File: src/rtl/ctrl_seq_pkg.sv
// ctrl_seq_pkg
// Shared definitions for control_sequencer: FSM state encoding, pc_sel
// encodings, instruction-class enumeration, opcode match constants,
// branch condition codes and the instruction classifier.
package ctrl_seq_pkg;

  typedef enum logic [2:0] {
    ST_FETCH  = 3'd0,
    ST_DECODE = 3'd1,
    ST_EXEC   = 3'd2,
    ST_MEM    = 3'd3,
    ST_WB     = 3'd4,
    ST_FAULT  = 3'd5
  } state_e;

  typedef enum logic [1:0] {
    PC_HOLD  = 2'b00,
    PC_PLUS4 = 2'b01,
    PC_JUMP  = 2'b10,
    PC_IN    = 2'b11   // reserved, never driven
  } pc_sel_e;

  typedef enum logic [3:0] {
    CL_B, CL_BCOND, CL_CBZ, CL_CBNZ, CL_LDUR, CL_STUR,
    CL_DPREG, CL_DPIMM, CL_ILLEGAL
  } iclass_e;

  // Opcode match constants
  localparam logic [5:0]  OP_B      = 6'b000101;      // ir[31:26]
  localparam logic [7:0]  OP_BCOND  = 8'b01010100;    // ir[31:24]
  localparam logic [7:0]  OP_CBZ    = 8'b10110100;    // ir[31:24]
  localparam logic [7:0]  OP_CBNZ   = 8'b10110101;    // ir[31:24]
  localparam logic [10:0] OP_LDUR   = 11'b11111000010; // ir[31:21]
  localparam logic [10:0] OP_STUR   = 11'b11111000000; // ir[31:21]
  localparam logic [3:0]  OP_DPREG  = 4'b0101;        // ir[28:25]
  localparam logic [2:0]  OP_DPIMM  = 3'b100;         // ir[28:26]

  // Branch condition codes (ir[3:0] of B.cond)
  localparam logic [3:0] CC_EQ = 4'd0;
  localparam logic [3:0] CC_NE = 4'd1;
  localparam logic [3:0] CC_HS = 4'd2;
  localparam logic [3:0] CC_LO = 4'd3;
  localparam logic [3:0] CC_MI = 4'd4;
  localparam logic [3:0] CC_PL = 4'd5;
  localparam logic [3:0] CC_VS = 4'd6;
  localparam logic [3:0] CC_VC = 4'd7;
  localparam logic [3:0] CC_HI = 4'd8;
  localparam logic [3:0] CC_LS = 4'd9;
  localparam logic [3:0] CC_GE = 4'd10;
  localparam logic [3:0] CC_LT = 4'd11;
  localparam logic [3:0] CC_GT = 4'd12;
  localparam logic [3:0] CC_LE = 4'd13;
  localparam logic [3:0] CC_AL = 4'd14;
  localparam logic [3:0] CC_NV = 4'd15;  // behaves as AL

  // Priority-ordered instruction classification.
  function automatic iclass_e classify(input logic [31:0] ir);
    iclass_e c;
    if (ir[31:26] == OP_B)          c = CL_B;
    else if (ir[31:24] == OP_BCOND) c = CL_BCOND;
    else if (ir[31:24] == OP_CBZ)   c = CL_CBZ;
    else if (ir[31:24] == OP_CBNZ)  c = CL_CBNZ;
    else if (ir[31:21] == OP_LDUR)  c = CL_LDUR;
    else if (ir[31:21] == OP_STUR)  c = CL_STUR;
    else if (ir[28:25] == OP_DPREG) c = CL_DPREG;
    else if (ir[28:26] == OP_DPIMM) c = CL_DPIMM;
    else                            c = CL_ILLEGAL;
    return c;
  endfunction

endpackage

File: src/rtl/control_sequencer_if.sv
// control_sequencer_if
// Memory/instruction handshake between the sequencer and the memory side.
//   ir        : instruction word from memory (memory -> sequencer)
//   mem_ready : memory completes the current request (memory -> sequencer)
//   mem_req   : memory request strobe (sequencer -> memory)
//   mem_we    : memory write strobe (sequencer -> memory)
//   ir_load   : sequencer captures ir this cycle (sequencer -> memory)
// master = sequencer side, slave = memory side.
interface control_sequencer_if;
  logic [31:0] ir;
  logic        mem_ready;
  logic        mem_req;
  logic        mem_we;
  logic        ir_load;

  modport master (
    input  ir, mem_ready,
    output mem_req, mem_we, ir_load
  );

  modport slave (
    output ir, mem_ready,
    input  mem_req, mem_we, ir_load
  );
endinterface

File: src/rtl/control_sequencer_cond_eval.sv
// cond_eval
// Evaluates a B.cond condition code against the {V,C,N,Z} flags.
//   cond   [3:0] in  : condition code; 1110 and 1111 are both "always"
//   status [3:0] in  : flags {V,C,N,Z}
//   take         out : branch condition is true
module cond_eval
  import ctrl_seq_pkg::*;
(
  input  logic [3:0] cond,
  input  logic [3:0] status,
  output logic       take
);

  logic flag_v, flag_c, flag_n, flag_z;
  assign {flag_v, flag_c, flag_n, flag_z} = status;

  always_comb begin
    take = 1'b1;
    case (cond)
      CC_EQ:   take = flag_z;
      CC_NE:   take = !flag_z;
      CC_HS:   take = flag_c;
      CC_LO:   take = !flag_c;
      CC_MI:   take = flag_n;
      CC_PL:   take = !flag_n;
      CC_VS:   take = flag_v;
      CC_VC:   take = !flag_v;
      CC_HI:   take = flag_c && !flag_z;
      CC_LS:   take = !(flag_c && !flag_z);
      CC_GE:   take = (flag_n == flag_v);
      CC_LT:   take = (flag_n != flag_v);
      CC_GT:   take = !flag_z && (flag_n == flag_v);
      CC_LE:   take = !(!flag_z && (flag_n == flag_v));
      default: take = 1'b1;  // CC_AL and CC_NV
    endcase
  end

endmodule

File: src/rtl/control_sequencer.sv
// control_sequencer
// Multi-cycle instruction control FSM: FETCH -> DECODE -> EXEC -> (MEM) ->
// (WB) -> FETCH, with a sticky FAULT state for illegal instructions and
// memory wait timeouts.
// Parameters:
//   PC_W     : width of the constant/offset output k
//   WAIT_MAX : mem_ready-low cycles tolerated in FETCH or MEM before FAULT
// Ports:
//   clock, reset   : system clock, synchronous active-high reset
//   bus (master)   : ir, mem_ready in; mem_req, mem_we, ir_load out
//   status [3:0]   : flags {V,C,N,Z}, used by B.cond in EXEC
//   zero_in        : CBZ/CBNZ operand-is-zero flag
//   pc_sel [1:0]   : 00 HOLD, 01 PLUS4, 10 JUMP
//   reg_we         : register-file write strobe
//   k [PC_W-1:0]   : constant/offset decoded from the registered IR
//   state [2:0]    : current FSM state
//   fault          : sticky fault flag
//   retired [31:0] : retired-instruction count
// Configuration macro: CTRL_RETIRE_CNT_EN enables the retired counter;
// without it retired is tied to zero.
module control_sequencer
  import ctrl_seq_pkg::*;
#(
  parameter int PC_W     = 64,
  parameter int WAIT_MAX = 15
) (
  input  logic                clock,
  input  logic                reset,
  control_sequencer_if.master bus,
  input  logic [3:0]          status,
  input  logic                zero_in,
  output logic [1:0]          pc_sel,
  output logic                reg_we,
  output logic [PC_W-1:0]     k,
  output logic [2:0]          state,
  output logic                fault,
  output logic [31:0]         retired
);

  localparam int WCNT_W = (WAIT_MAX < 2) ? 1 : $clog2(WAIT_MAX + 1);
  localparam logic [WCNT_W-1:0] WAIT_LIM = WCNT_W'(WAIT_MAX);

  state_e            state_q, state_d;
  logic [WCNT_W-1:0] wait_q, wait_d, wait_inc;
  logic [31:0]       ir_q;
  iclass_e           iclass;
  logic              cond_take;

  pc_sel_e           pc_sel_c;
  logic              mem_req_c, mem_we_c, ir_load_c, reg_we_c;

  assign iclass   = classify(ir_q);
  assign wait_inc = wait_q + 1'b1;

  cond_eval u_cond_eval (
    .cond   (ir_q[3:0]),
    .status (status),
    .take   (cond_take)
  );

  // k follows the registered IR, so it is valid from DECODE until the
  // next ir_load replaces ir_q; after reset ir_q=0 decodes as illegal -> 0.
  always_comb begin
    k = '0;
    case (iclass)
      CL_B:                     k = {{(PC_W-28){ir_q[25]}}, ir_q[25:0], 2'b00};
      CL_BCOND, CL_CBZ, CL_CBNZ: k = {{(PC_W-21){ir_q[23]}}, ir_q[23:5], 2'b00};
      CL_LDUR, CL_STUR:         k = {{(PC_W-9){ir_q[20]}}, ir_q[20:12]};
      CL_DPIMM:                 k = {{(PC_W-12){1'b0}}, ir_q[21:10]};
      default:                  k = '0;
    endcase
  end

  // Next-state and strobe logic
  always_comb begin
    state_d   = state_q;
    wait_d    = '0;       // any cycle outside a wait clears the run count
    pc_sel_c  = PC_HOLD;
    mem_req_c = 1'b0;
    mem_we_c  = 1'b0;
    ir_load_c = 1'b0;
    reg_we_c  = 1'b0;

    case (state_q)
      ST_FETCH: begin
        mem_req_c = 1'b1;
        if (bus.mem_ready) begin
          ir_load_c = 1'b1;
          state_d   = ST_DECODE;
        end else begin
          wait_d = wait_inc;
          if (wait_inc == WAIT_LIM) state_d = ST_FAULT;
        end
      end

      ST_DECODE: state_d = ST_EXEC;

      ST_EXEC: begin
        state_d = ST_FETCH;
        case (iclass)
          CL_B:              pc_sel_c = PC_JUMP;
          CL_BCOND:          pc_sel_c = cond_take ? PC_JUMP : PC_PLUS4;
          CL_CBZ:            pc_sel_c = zero_in ? PC_JUMP : PC_PLUS4;
          CL_CBNZ:           pc_sel_c = zero_in ? PC_PLUS4 : PC_JUMP;
          CL_LDUR, CL_STUR:  state_d  = ST_MEM;
          CL_DPREG, CL_DPIMM: state_d = ST_WB;
          default:           state_d  = ST_FAULT;
        endcase
      end

      ST_MEM: begin
        mem_req_c = 1'b1;
        mem_we_c  = (iclass == CL_STUR);
        if (bus.mem_ready) begin
          if (iclass == CL_STUR) begin
            pc_sel_c = PC_PLUS4;
            state_d  = ST_FETCH;
          end else begin
            state_d  = ST_WB;
          end
        end else begin
          wait_d = wait_inc;
          if (wait_inc == WAIT_LIM) state_d = ST_FAULT;
        end
      end

      ST_WB: begin
        reg_we_c = 1'b1;
        pc_sel_c = PC_PLUS4;
        state_d  = ST_FETCH;
      end

      ST_FAULT: state_d = ST_FAULT;

      default: state_d = ST_FAULT;  // unused encodings
    endcase
  end

  // State, wait counter and instruction register
  always_ff @(posedge clock) begin
    if (reset) begin
      state_q <= ST_FETCH;
      wait_q  <= '0;
      ir_q    <= '0;
    end else begin
      state_q <= state_d;
      wait_q  <= wait_d;
      if (ir_load_c) ir_q <= bus.ir;
    end
  end

  // Strobes are held quiet during a reset cycle, whatever state is current.
  assign pc_sel      = reset ? PC_HOLD : pc_sel_c;
  assign bus.mem_req = reset ? 1'b0 : mem_req_c;
  assign bus.mem_we  = reset ? 1'b0 : mem_we_c;
  assign bus.ir_load = reset ? 1'b0 : ir_load_c;
  assign reg_we      = reset ? 1'b0 : reg_we_c;
  assign state       = state_q;
  assign fault       = (state_q == ST_FAULT);

`ifdef CTRL_RETIRE_CNT_EN
  logic [31:0] retired_q;

  always_ff @(posedge clock) begin
    if (reset) begin
      retired_q <= '0;
    end else if (pc_sel != PC_HOLD) begin
      retired_q <= retired_q + 32'd1;
    end
  end

  assign retired = retired_q;
`else
  assign retired = '0;
`endif

endmodule

File: src/flat_wrapper.sv
// flat-port wrapper written by rule: the top's interface ports become plain ports
module control_sequencer_flat import ctrl_seq_pkg::*;
#(
  parameter int PC_W     = 64,
  parameter int WAIT_MAX = 15
)
  (clock, reset, status, zero_in, pc_sel, reg_we, k, state, fault, retired, bus_ir, bus_mem_ready, bus_mem_req, bus_mem_we, bus_ir_load);
  control_sequencer_if bus_i ();
  input  logic clock;
  input  logic reset;
  input  logic [3:0] status;
  input  logic zero_in;
  output logic [1:0] pc_sel;
  output logic reg_we;
  output logic [PC_W-1:0] k;
  output logic [2:0] state;
  output logic fault;
  output logic [31:0] retired;
  input wire logic [$bits(bus_i.ir)-1:0] bus_ir;
  input wire logic [$bits(bus_i.mem_ready)-1:0] bus_mem_ready;
  output wire logic [$bits(bus_i.mem_req)-1:0] bus_mem_req;
  output wire logic [$bits(bus_i.mem_we)-1:0] bus_mem_we;
  output wire logic [$bits(bus_i.ir_load)-1:0] bus_ir_load;
  assign bus_i.ir = bus_ir;
  assign bus_i.mem_ready = bus_mem_ready;
  assign bus_mem_req = bus_i.mem_req;
  assign bus_mem_we = bus_i.mem_we;
  assign bus_ir_load = bus_i.ir_load;
  control_sequencer #(.PC_W(PC_W), .WAIT_MAX(WAIT_MAX)) u_core (.clock(clock), .reset(reset), .bus(bus_i), .status(status), .zero_in(zero_in), .pc_sel(pc_sel), .reg_we(reg_we), .k(k), .state(state), .fault(fault), .retired(retired));
endmodule
File: config.mk
export PLATFORM = sky130hd
export DESIGN_NAME = control_sequencer_flat
export DESIGN_NICKNAME = d
export VERILOG_FILES = /design/src/rtl/ctrl_seq_pkg.sv /design/src/rtl/control_sequencer_if.sv /design/src/rtl/control_sequencer_cond_eval.sv /design/src/rtl/control_sequencer.sv /design/src/flat_wrapper.sv
export SDC_FILE = /design/constraint.sdc
export NUM_CORES = 1
export LEC_CHECK = 0
export CORE_ASPECT_RATIO = 0.6
export CORE_MARGIN = 2
export CORE_UTILIZATION = 45
export DETAILED_ROUTE_END_ITERATION = 16
export PLACE_DENSITY = 0.88
export SLEW_MARGIN = 5
export SYNTH_ARGS = -nofsm -noshare
export SYNTH_HDL_FRONTEND = slang
export SYNTH_SLANG_ARGS = --single-unit
File: constraint.sdc
create_clock -name clock -period 5.1 [get_ports clock]
set_input_delay 1.02 -clock clock [delete_from_list [all_inputs] [get_ports clock]]
set_output_delay 1.02 -clock clock [all_outputs]
set_load 0.02 [all_outputs]
==> impl_metrics.env, run 1 <==
export IMPL_status="finished clean"
export IMPL_fin_ws_ns=0.469
export IMPL_syn_inst=403
export IMPL_syn_cell_area_um2=2990
export IMPL_core_area_um2=6280
export IMPL_p_leak_nw=1.50
export IMPL_ff2ff_path_depth=5
export IMPL_cts_resized=0
export IMPL_first_pass_iters=5
export IMPL_cp_data_arrival_time_ns=3.61
export IMPL_dp_hpwl_um=6410
export IMPL_seqPwrFrac_pct=47.9
export IMPL_placementRows=22
export IMPL_clkLatencyLatePin_ns=0.29
export IMPL_grt_max_degree=38
export IMPL_finalSetupTns_ns=0
export IMPL_cts_setup_buffers=0
export IMPL_clk_pin_slew_worst_paths_ns=0.07
export IMPL_drive_gt1_share_pct=4.72
export IMPL_fmax_mhz=216
export IMPL_vias_per_cell=5.29
export IMPL_antenna_found_initial=0
export IMPL_power_density_nw_per_um2=207
export IMPL_grt_usage_pct=22.7
export IMPL_ant_nets=0
export IMPL_synth_most_common_cell="nand2_1"
export IMPL_initial_utilization_pct=47.6
export IMPL_clockBufferDepth=2
export IMPL_synth_edf_count=0
export IMPL_totalWireLength_um=8480
export IMPL_overflow=0
export IMPL_min_path_type="flop to flop"
export IMPL_cts_tree="built"
export IMPL_area_growth_synth_to_final_pct=27.3
export IMPL_cts_buffers=5
export IMPL_worstPathRequired_ns=4.08
export IMPL_maxSlewViolCount=0
export IMPL_synth_top_cells_by_area="dfxtp_1, buf_4, nand2_1"
export IMPL_rsz0062_at_grt="false"
export IMPL_synth_seq_cells=39
export IMPL_die_w_um=109
export IMPL_fin_crit_ns=4.63
export IMPL_swShare_pct=34.4
export IMPL_p_sw_w=0.000270
export IMPL_gp_congestion=0.925
export IMPL_seq_area_frac_synth_pct=26.1
export IMPL_hold_buffers=0
export IMPL_synth_cell_types=60
export IMPL_cp_start_kind="flop"
export IMPL_slew_headroom_pct=22.2
export IMPL_placed_cell_area_um2=3720
export IMPL_worst_slew_pin_slew_ns=1.17
export IMPL_p_int_w=0.000516
export IMPL_dpl_worst_slack_ns=0.586
export IMPL_ys_flop_type="dfxtp_1"
export IMPL_cts_sinks=39
export IMPL_cap_violations=0
export IMPL_pwr_share_comb_pct=26.5
export IMPL_async_flop_share_pct=0
export IMPL_clkPwrFrac_pct=25.6
export IMPL_setup_violations=0
export IMPL_n_antenna_cell=0
export IMPL_synth_largest_area_cell="dfxtp_1"
export IMPL_grt_pass1_vias=2585
export IMPL_hold_viol_final=0
export IMPL_route_detailed_drc=0
export IMPL_fin_area_um2=3810
export IMPL_cts_max_level=2
export IMPL_skew_ns=0.00896
export IMPL_drt_iter0_drc=336
export IMPL_endpoint_kind="output pin"
export IMPL_avgSynthCellArea_um2=7.42
export IMPL_yosysWarnings=0
export IMPL_cp_slowest_cell="clkdlybuf4s50_1"
export IMPL_grt_pass1_wl_um=13000
export IMPL_root_buffer="clkbuf_8"
export IMPL_vias=2907
export IMPL_synthTopCellsByCount="nand2_1, buf_4, a21oi_1, dfxtp_1, nor2_1"
export IMPL_yosys_area_top_type_share_pct=26.1
export IMPL_peakVddDrop_uv=96.1
export IMPL_whs_path_depth=2
export IMPL_die_area_um2=7330
export IMPL_period_share_pct=90.8
export IMPL_port_buffers=113
export IMPL_cp_max_fo=37
export IMPL_io_pins=146
export IMPL_crit_chain="or4b_4 -> nor3_2 -> nand2_1 -> nand2_2 -> a21o_1 -> clkdlybuf4s50_1"
export IMPL_dieHeight_um=67.1
export IMPL_wl_per_cell_um=15.4
export IMPL_slowest_delay_ns=0.78
export IMPL_worstSetupPathType="flop to output pin"
export IMPL_postLayoutCoreUtil_pct=60.6
export IMPL_nNetsFinal=507
metrics by stage:
step	hold WS (ns)	power, W	instances
3_5_place_dp	0.467	0.000589	542
6_report	0.482	0.000787	550
2_1_floorplan	0.437	0.000527	434
3_3_place_gp	0.463	0.000581	542
4_1_cts	0.481	0.000790	550
5_1_grt	0.506	0.000834	550
cells by family (layout without fill, tap and decap cells):
group	Yosys count	count (layout)	synth area share [%]
AO/OA/AOI/OAI	91	91	19.8
XOR/XNOR	4	4	1.17
adder cells (fa/ha/maj)	2	2	0.837
buffers and inverters	95	127	21.8
flip-flops	39	39	26.1
multiplexers	3	3	1.46
other	1	32	0.125
AND/OR/NAND/NOR	168	168	28.7
per-layer routing:
layer  wire [um]  track usage, %
met2        3870            35.3
met4          55            3.16
met3         766            6.18
met5           0               0
met1        3780            32.5
critical path, delay by kind of cell (launching register included):
kind	cells	cell delay, ns
AO/OA/AOI/OAI	1	0.74
AND/OR/NAND/NOR	4	1.30
buffers and inverters	1	0.78
flip-flops	1	0.49
cells in the final DEF, fill, tap and decap left out, types with 5 or more instances in the layout:
master             n
conb_1            32
nand3_1           13
clkdlybuf4s50_1  113
nor2_1            17
a21o_1             8
dfxtp_1           39
a221o_1            6
nand2b_1           5
nand2_1           96
a22o_1             8
o21ai_0            7
clkbuf_8           5
a21oi_1           39
a22oi_1            5
path summary, 6_finish.rpt:
path | start | end | slack (ns)
max reg2reg | u_core.state[0]$_SDFF_PP0_ | u_core.ir_q[30]$_SDFFE_PP0P_ | 2.89
min | u_core.ir_q[4]$_SDFFE_PP0P_ | u_core.ir_q[4]$_SDFFE_PP0P_ | 0.48
max | u_core.ir_q[27]$_SDFFE_PP0P_ | k[35] | 0.47
min reg2reg | u_core.ir_q[4]$_SDFFE_PP0P_ | u_core.ir_q[4]$_SDFFE_PP0P_ | 0.48
cell type report:
| class | count | area, um2 |
|---|---|---|
| Clock buffer | 7 | 76.3 |
| Multi-Input combinational cell | 300 | 1670 |
| Fill cell | 596 | 2470 |
| Timing Repair Buffer | 116 | 1150 |
| Tap cell | 84 | 105 |
| Clock inverter | 1 | 5.00 |
| Sequential cell | 39 | 781 |
| Inverter | 3 | 11.3 |
power by group through the flow:
stage / Combinational, W / Sequential [W] / Clock [W]
3_5_place_dp: 0.000207 / 0.000382 / 0
4_1_cts: 0.000208 / 0.000375 / 0.000207
3_3_place_gp: 0.000202 / 0.000379 / 0
5_1_grt: 0.000229 / 0.000382 / 0.000223
6_report: 0.000209 / 0.000377 / 0.000201
2_1_floorplan: 0.000163 / 0.000365 / 0
registers in the layout (all words and copies together), names as in the netlist:
register,count
u_core.state,3
u_core.wait_q,4
u_core.ir_q,32
(Power assumes the default switching activity.)
==> run 2, diff against run 1 <==
CAP_MARGIN = 40   (was default)
CORE_MARGIN = default   (was 2)
==> run 2 against run 1 <==
Sequential cell count unchanged. Maximum frequency up 3.1%. Total power up 9.7%. Critical path type is now input pin to output pin.
==> impl_metrics.env, run 2 (synthesis results as in run 1) <==
export IMPL_status="finished clean"
export IMPL_largest_register="u_core.ir_q"
export IMPL_cts_max_level=2
export IMPL_cp_max_fo=6
export IMPL_hold_buffers=0
export IMPL_holdWs_ns=0.495
export IMPL_core_area_um2=6250
export IMPL_dp_hpwl_um=6350
export IMPL_fin_area_um2=3870
export IMPL_setup_violations=0
export IMPL_io_pins=146
export IMPL_cts_resized=0
export IMPL_vias=2898
export IMPL_largest_reg_flops=32
export IMPL_drive_gt1_share_pct=5.76
export IMPL_placementRows=22
export IMPL_peakVddDrop_uv=116
export IMPL_period_share_pct=88.1
export IMPL_cp_num_buf_inv=2
export IMPL_rr_startpoint="u_core.ir_q[27]$_SDFFE_PP0P_"
export IMPL_power_density_nw_per_um2=223
export IMPL_rsz0062_at_grt="false"
export IMPL_grt_max_degree=38
export IMPL_worst_slew_pin_slew_ns=0.683
export IMPL_wl_per_cell_um=15.3
export IMPL_cp_slowest_cell="clkdlybuf4s50_1"
export IMPL_worstPathRequired_ns=4.08
export IMPL_endpoint_kind="output pin"
export IMPL_cp_data_arrival_time_ns=3.47
export IMPL_cts_setup_buffers=0
export IMPL_initial_utilization_pct=47.8
export IMPL_maxSlewViolCount=0
export IMPL_placed_cell_area_um2=3750
export IMPL_nNetsFinal=510
export IMPL_ff2ff_path_depth=5
export IMPL_crit_family="buffers and inverters"
export IMPL_min_path_type="flop to flop"
export IMPL_vias_per_cell=5.24
export IMPL_layout_common_cells="clkdlybuf4s50_1, nand2_1, a21oi_1, dfxtp_1, conb_1"
export IMPL_drt_iter0_drc=204
export IMPL_die_area_um2=6980
export IMPL_worst_r2r_endpoint="u_core.state[2]$_SDFF_PP0_"
export IMPL_fin_crit_ns=4.49
export IMPL_p_leak_nw=1.53
export IMPL_grt_usage_pct=23.6
export IMPL_area_growth_synth_to_final_pct=29.5
export IMPL_clk_pin_slew_worst_paths_ns=0.08
export IMPL_cts_tree="built"
export IMPL_antenna_found_initial=0
export IMPL_totalWireLength_um=8450
export IMPL_fmax_mhz=223
export IMPL_clockBufferDepth=2
export IMPL_ant_nets=0
export IMPL_cp_common_cell="clkdlybuf4s50_1"
export IMPL_cts_buffers=5
export IMPL_die_w_um=107
export IMPL_finalSetupTns_ns=0
export IMPL_root_buffer="clkbuf_8"
export IMPL_slowest_delay_ns=0.66
export IMPL_route_detailed_drc=0
export IMPL_r2r_slack_ns=3.13
export IMPL_crit_end="pc_sel[0]"
export IMPL_hold_viol_final=0
export IMPL_skew_ns=0.00643
export IMPL_cp_start_kind="input pin"
export IMPL_first_pass_iters=5
export IMPL_gp_congestion=0.880
export IMPL_dieHeight_um=65.1
export IMPL_startpoint="status[1]"
export IMPL_n_antenna_cell=0
export IMPL_cap_violations=0
export IMPL_grt_pass1_vias=2532
export IMPL_cts_sinks=39
export IMPL_slew_headroom_pct=54.3
export IMPL_port_buffers=113
export IMPL_crit_cells=7
export IMPL_layout_commonest_cell="clkdlybuf4s50_1"
export IMPL_nFillCells=568
export IMPL_clkLatencyLatePin_ns=0.30
export IMPL_worstSetupPathType="input pin to output pin"
export IMPL_grt_pass1_wl_um=12700
export IMPL_crit_chain="clkdlybuf4s50_1 -> or3b_1 -> a2111oi_0 -> nand3b_1 -> a32oi_1 -> o221ai_1 -> clkdlybuf4s50_1"
export IMPL_overflow=0
run 2: worst min-delay path, cell delays in order, from the launching register on:
cell,delay (ns)
dfxtp_1,0.33
nand2_1,0.06
a21oi_1,0.05
run 2: worst min path at each step:
stage / start / to / slack (ns) / cells past startpoint
6_report: u_core.ir_q[7]$_SDFFE_PP0P_ / u_core.ir_q[7]$_SDFFE_PP0P_ / 0.49 / 2
5_1_grt: u_core.ir_q[4]$_SDFFE_PP0P_ / u_core.ir_q[4]$_SDFFE_PP0P_ / 0.52 / 2
4_1_cts: u_core.ir_q[7]$_SDFFE_PP0P_ / u_core.ir_q[7]$_SDFFE_PP0P_ / 0.50 / 2
3_5_place_dp: u_core.ir_q[7]$_SDFFE_PP0P_ / u_core.ir_q[7]$_SDFFE_PP0P_ / 0.48 / 2
3_3_place_gp: u_core.ir_q[4]$_SDFFE_PP0P_ / u_core.ir_q[4]$_SDFFE_PP0P_ / 0.47 / 2
2_1_floorplan: u_core.ir_q[4]$_SDFFE_PP0P_ / u_core.ir_q[4]$_SDFFE_PP0P_ / 0.44 / 2
run 2: area by class of cell:
type	instances	area, um2	area share [%]
multi-input cells	300	1670	43.3
repair buffers	119	1180	30.6
flip-flops and latches	39	781	20.2
well taps	84	105	2.72
clock buffers	5	68.8	1.78
clock inverters	3	46.3	1.20
inverters	3	11.3	0.291
run 2: routing by layer:
metal | global-route usage [%] | vias up | share of wire (%)
met2 | 34.8 | 156 | 44
met3 | 5.85 | 7 | 8.6
met4 | 5.31 | 0 | 0.54
met1 | 34.4 | 1330 | 47
met5 | 0 | - | 0
li1 | - | 1405 | -
run 2: metrics by stage:
| stage | worst slack, ns | util, % | total power (W) | instances |
|---|---|---|---|---|
| 6_report | 0.608 | 61.9 | 0.000863 | 553 |
| 5_1_grt | 0.483 | 61.9 | 0.000904 | 553 |
| 4_1_cts | 0.603 | 61.9 | 0.000861 | 553 |
| 3_5_place_dp | 0.614 | 60.1 | 0.000594 | 545 |
| 3_3_place_gp | 0.709 | 59.9 | 0.000583 | 544 |
| 2_1_floorplan | 1.72 | - | 0.000527 | 434 |
run 2: power breakdown:
| group | leakage, nW | internal (W) | switching, W | total (W) |
|---|---|---|---|---|
| clock | 0.0548 | 0.000148 | 0.000124 | 0.000272 |
| combinational | 1.15 | 0.0000927 | 0.000121 | 0.000214 |
| sequential | 0.319 | 0.000331 | 0.0000464 | 0.000377 |
| total | 1.53 | 0.000571 | 0.000292 | 0.000863 |
==> run 3, diff against run 2 <==
CORE_UTILIZATION = 44   (was 45)
PLACE_DENSITY = 0.87   (was 0.88)
SYNTH_HIERARCHICAL = 1   (was default)
==> run 3 against run 2 <==
Sequential cell count did not move. Sequential power rose by 6.1%. Sequential share of layout area barely moved. Cell count rose by 0.54%. Via count rose by 2.8%. Synthesized cell count rose by 0.25%. Worst hold slack got worse by 0.021 ns. Worst setup slack improved by 0.018 ns. Combinational power rose by 37%. Utilization fell by 0.35 points. Clock power fell by 1%.
==> impl_metrics.env, run 3 <==
export IMPL_swShare_pct=36.3
export IMPL_r2r_slack_ns=3.21
export IMPL_synth_seq_cells=39
export IMPL_gp_congestion=0.882
export IMPL_drt_iter0_drc=276
export IMPL_placementRows=22
export IMPL_maxSlewViolCount=0
export IMPL_io_pins=146
export IMPL_skew_ns=0.0116
export IMPL_clk_pin_slew_worst_paths_ns=0.09
export IMPL_setup_violations=0
export IMPL_synth_largest_area_cell="dfxtp_1"
export IMPL_nNetsFinal=513
export IMPL_status="finished clean"
export IMPL_worst_slew_pin_slew_ns=0.590
export IMPL_seq_area_frac_synth_pct=26.5
export IMPL_ant_nets=0
export IMPL_layout_commonest_cell="clkdlybuf4s50_1"
export IMPL_worstSetupPathType="input pin to output pin"
export IMPL_ys_flop_type="dfxtp_1"
export IMPL_area_growth_synth_to_final_pct=31.3
export IMPL_route_detailed_drc=0
export IMPL_synth_edf_count=0
export IMPL_grt_usage_pct=23.0
export IMPL_dieHeight_um=65.3
export IMPL_clockBufferDepth=2
export IMPL_synth_cell_types=56
export IMPL_cp_slowest_cell="clkdlybuf4s50_1"
export IMPL_slowest_delay_ns=0.61
export IMPL_power_density_nw_per_um2=249
export IMPL_endpoint_kind="output pin"
export IMPL_dp_hpwl_um=6350
export IMPL_clkLatencyLatePin_ns=0.30
export IMPL_seqPwrFrac_pct=41.6
export IMPL_pwr_share_comb_pct=30.5
export IMPL_die_w_um=108
export IMPL_antenna_found_initial=0
export IMPL_async_flop_share_pct=0
export IMPL_cts_max_level=2
export IMPL_p_int_w=0.000613
export IMPL_fin_crit_ns=4.47
export IMPL_cap_violations=0
export IMPL_finalSetupTns_ns=0
export IMPL_totalWireLength_um=8340
export IMPL_hold_buffers=0
export IMPL_overflow=0
export IMPL_rsz0062_at_grt="false"
export IMPL_first_pass_iters=5
export IMPL_drive_gt1_share_pct=5.72
export IMPL_largest_reg_flops=32
export IMPL_yosys_area_top_type_share_pct=26.5
export IMPL_cts_buffers=5
export IMPL_cp_start_kind="input pin"
export IMPL_crit_family="buffers and inverters"
export IMPL_nFillCells=568
export IMPL_core_area_um2=6280
export IMPL_worstPathRequired_ns=4.08
export IMPL_layout_common_cells="clkdlybuf4s50_1, nand2_1, dfxtp_1"
export IMPL_p_leak_nw=1.46
export IMPL_cts_sinks=39
export IMPL_cts_tree="built"
export IMPL_port_buffers=113
export IMPL_syn_cell_area_um2=2940
export IMPL_root_buffer="clkbuf_8"
export IMPL_cts_setup_buffers=0
export IMPL_peakVddDrop_uv=162
export IMPL_cp_num_buf_inv=2
export IMPL_crit_chain="clkdlybuf4s50_1 -> and4bb_1 -> a311oi_1 -> a21oi_1 -> a31oi_1 -> o21ai_1 -> nor2_1 -> a31oi_1 -> o21ai_1 -> clkdlybuf4s50_1"
export IMPL_p_sw_w=0.000349
export IMPL_synthTopCellsByCount="nand2_1, buf_4, dfxtp_1"
export IMPL_largest_register="u_core/ir_q"
export IMPL_fin_area_um2=3860
export IMPL_slew_headroom_pct=60.3
export IMPL_grt_pass1_vias=2467
export IMPL_synth_top_cells_by_area="dfxtp_1, buf_4, nand2_1"
export IMPL_cts_resized=0
export IMPL_syn_inst=404
export IMPL_wl_per_cell_um=15.0
export IMPL_fmax_mhz=223
export IMPL_period_share_pct=87.7
export IMPL_hold_viol_final=0
export IMPL_postLayoutCoreUtil_pct=61.6
export IMPL_holdWs_ns=0.474
export IMPL_die_area_um2=7030
export IMPL_cp_max_fo=5
export IMPL_yosysWarnings=6
export IMPL_initial_utilization_pct=46.9
export IMPL_grt_max_degree=39
export IMPL_vias_per_cell=5.36
export IMPL_n_antenna_cell=0
export IMPL_grt_pass1_wl_um=12600
export IMPL_synth_most_common_cell="nand2_1"
export IMPL_cp_data_arrival_time_ns=3.45
export IMPL_avgSynthCellArea_um2=7.28
export IMPL_placed_cell_area_um2=3750
export IMPL_clkPwrFrac_pct=27.9
export IMPL_vias=2978
export IMPL_min_path_type="flop to flop"
run 3: cell count changes after synthesis, moves of 3 or more:
cell,delta
a21o_1,-8
a21oi_1,-3
and3b_1,-3
buf_2,+5
buf_4,-3
inv_1,+3
nand2_1,+6
nand3_1,+9
nand3b_1,-3
nor2_1,-3
nor3_2,-3
run 3: cell type report:
class	count	area [um2]	area share (%)
Clock buffer	5	68.8	1.78
Timing Repair Buffer	120	1210	31.3
Inverter	7	26.3	0.680
Clock inverter	3	47.5	1.23
Tap cell	84	105	2.72
Sequential cell	39	781	20.2
Multi-Input combinational cell	298	1630	42.1
run 3: power groups by stage:
stage               logic [W]  registers (W)  clock network, W
CTS                  0.000291       0.000398          0.000273
detailed placement   0.000290       0.000405                 0
global route         0.000317       0.000406          0.000286
floorplan            0.000214       0.000384                 0
finish               0.000293       0.000400          0.000268
global placement     0.000271       0.000402                 0
run 3: cell families after synthesis:
kind of cell    count (synthesis)  synth area share (%)
buf+inv                        98                  22.3
xor+xnor                        5                  1.49
compound gates                 88                  20.8
simple gates                  171                  27.8
flops                          39                  26.5
fa+ha+maj                       2                 0.850
other cells                     1                 0.127
run 3: worst paths after layout:
check	start	end	cells past startpoint
max	status[0]	pc_sel[0]	10
max reg2reg	u_core/ir_q[26]$_SDFFE_PP0P_	u_core/state[2]$_SDFF_PP0_	5
min reg2reg	u_core/ir_q[4]$_SDFFE_PP0P_	u_core/ir_q[4]$_SDFFE_PP0P_	2
min	u_core/ir_q[4]$_SDFFE_PP0P_	u_core/ir_q[4]$_SDFFE_PP0P_	2
run 3: tightest hold or removal path, stage by stage, from the launching register on:
cell and delay, ns:
dfxtp_1 0.32, nand2_1 0.05, a21oi_1 0.06
run 3: metal layers:
metal	GRT usage, %	share of wire [%]
met1	33.3	46
met2	34.4	43
met3	5.56	9.9
met4	4.45	0.86
met5	0	0
run 3: per-stage QoR:
| step | worst slack (ns) | std cells | power, W |
|---|---|---|---|
| global placement | 0.821 | 546 | 0.000672 |
| finish | 0.625 | 556 | 0.000962 |
| floorplan | 1.03 | 435 | 0.000598 |
| CTS | 0.682 | 556 | 0.000961 |
| global route | 0.521 | 556 | 0.00101 |
| detailed placement | 0.693 | 548 | 0.000695 |
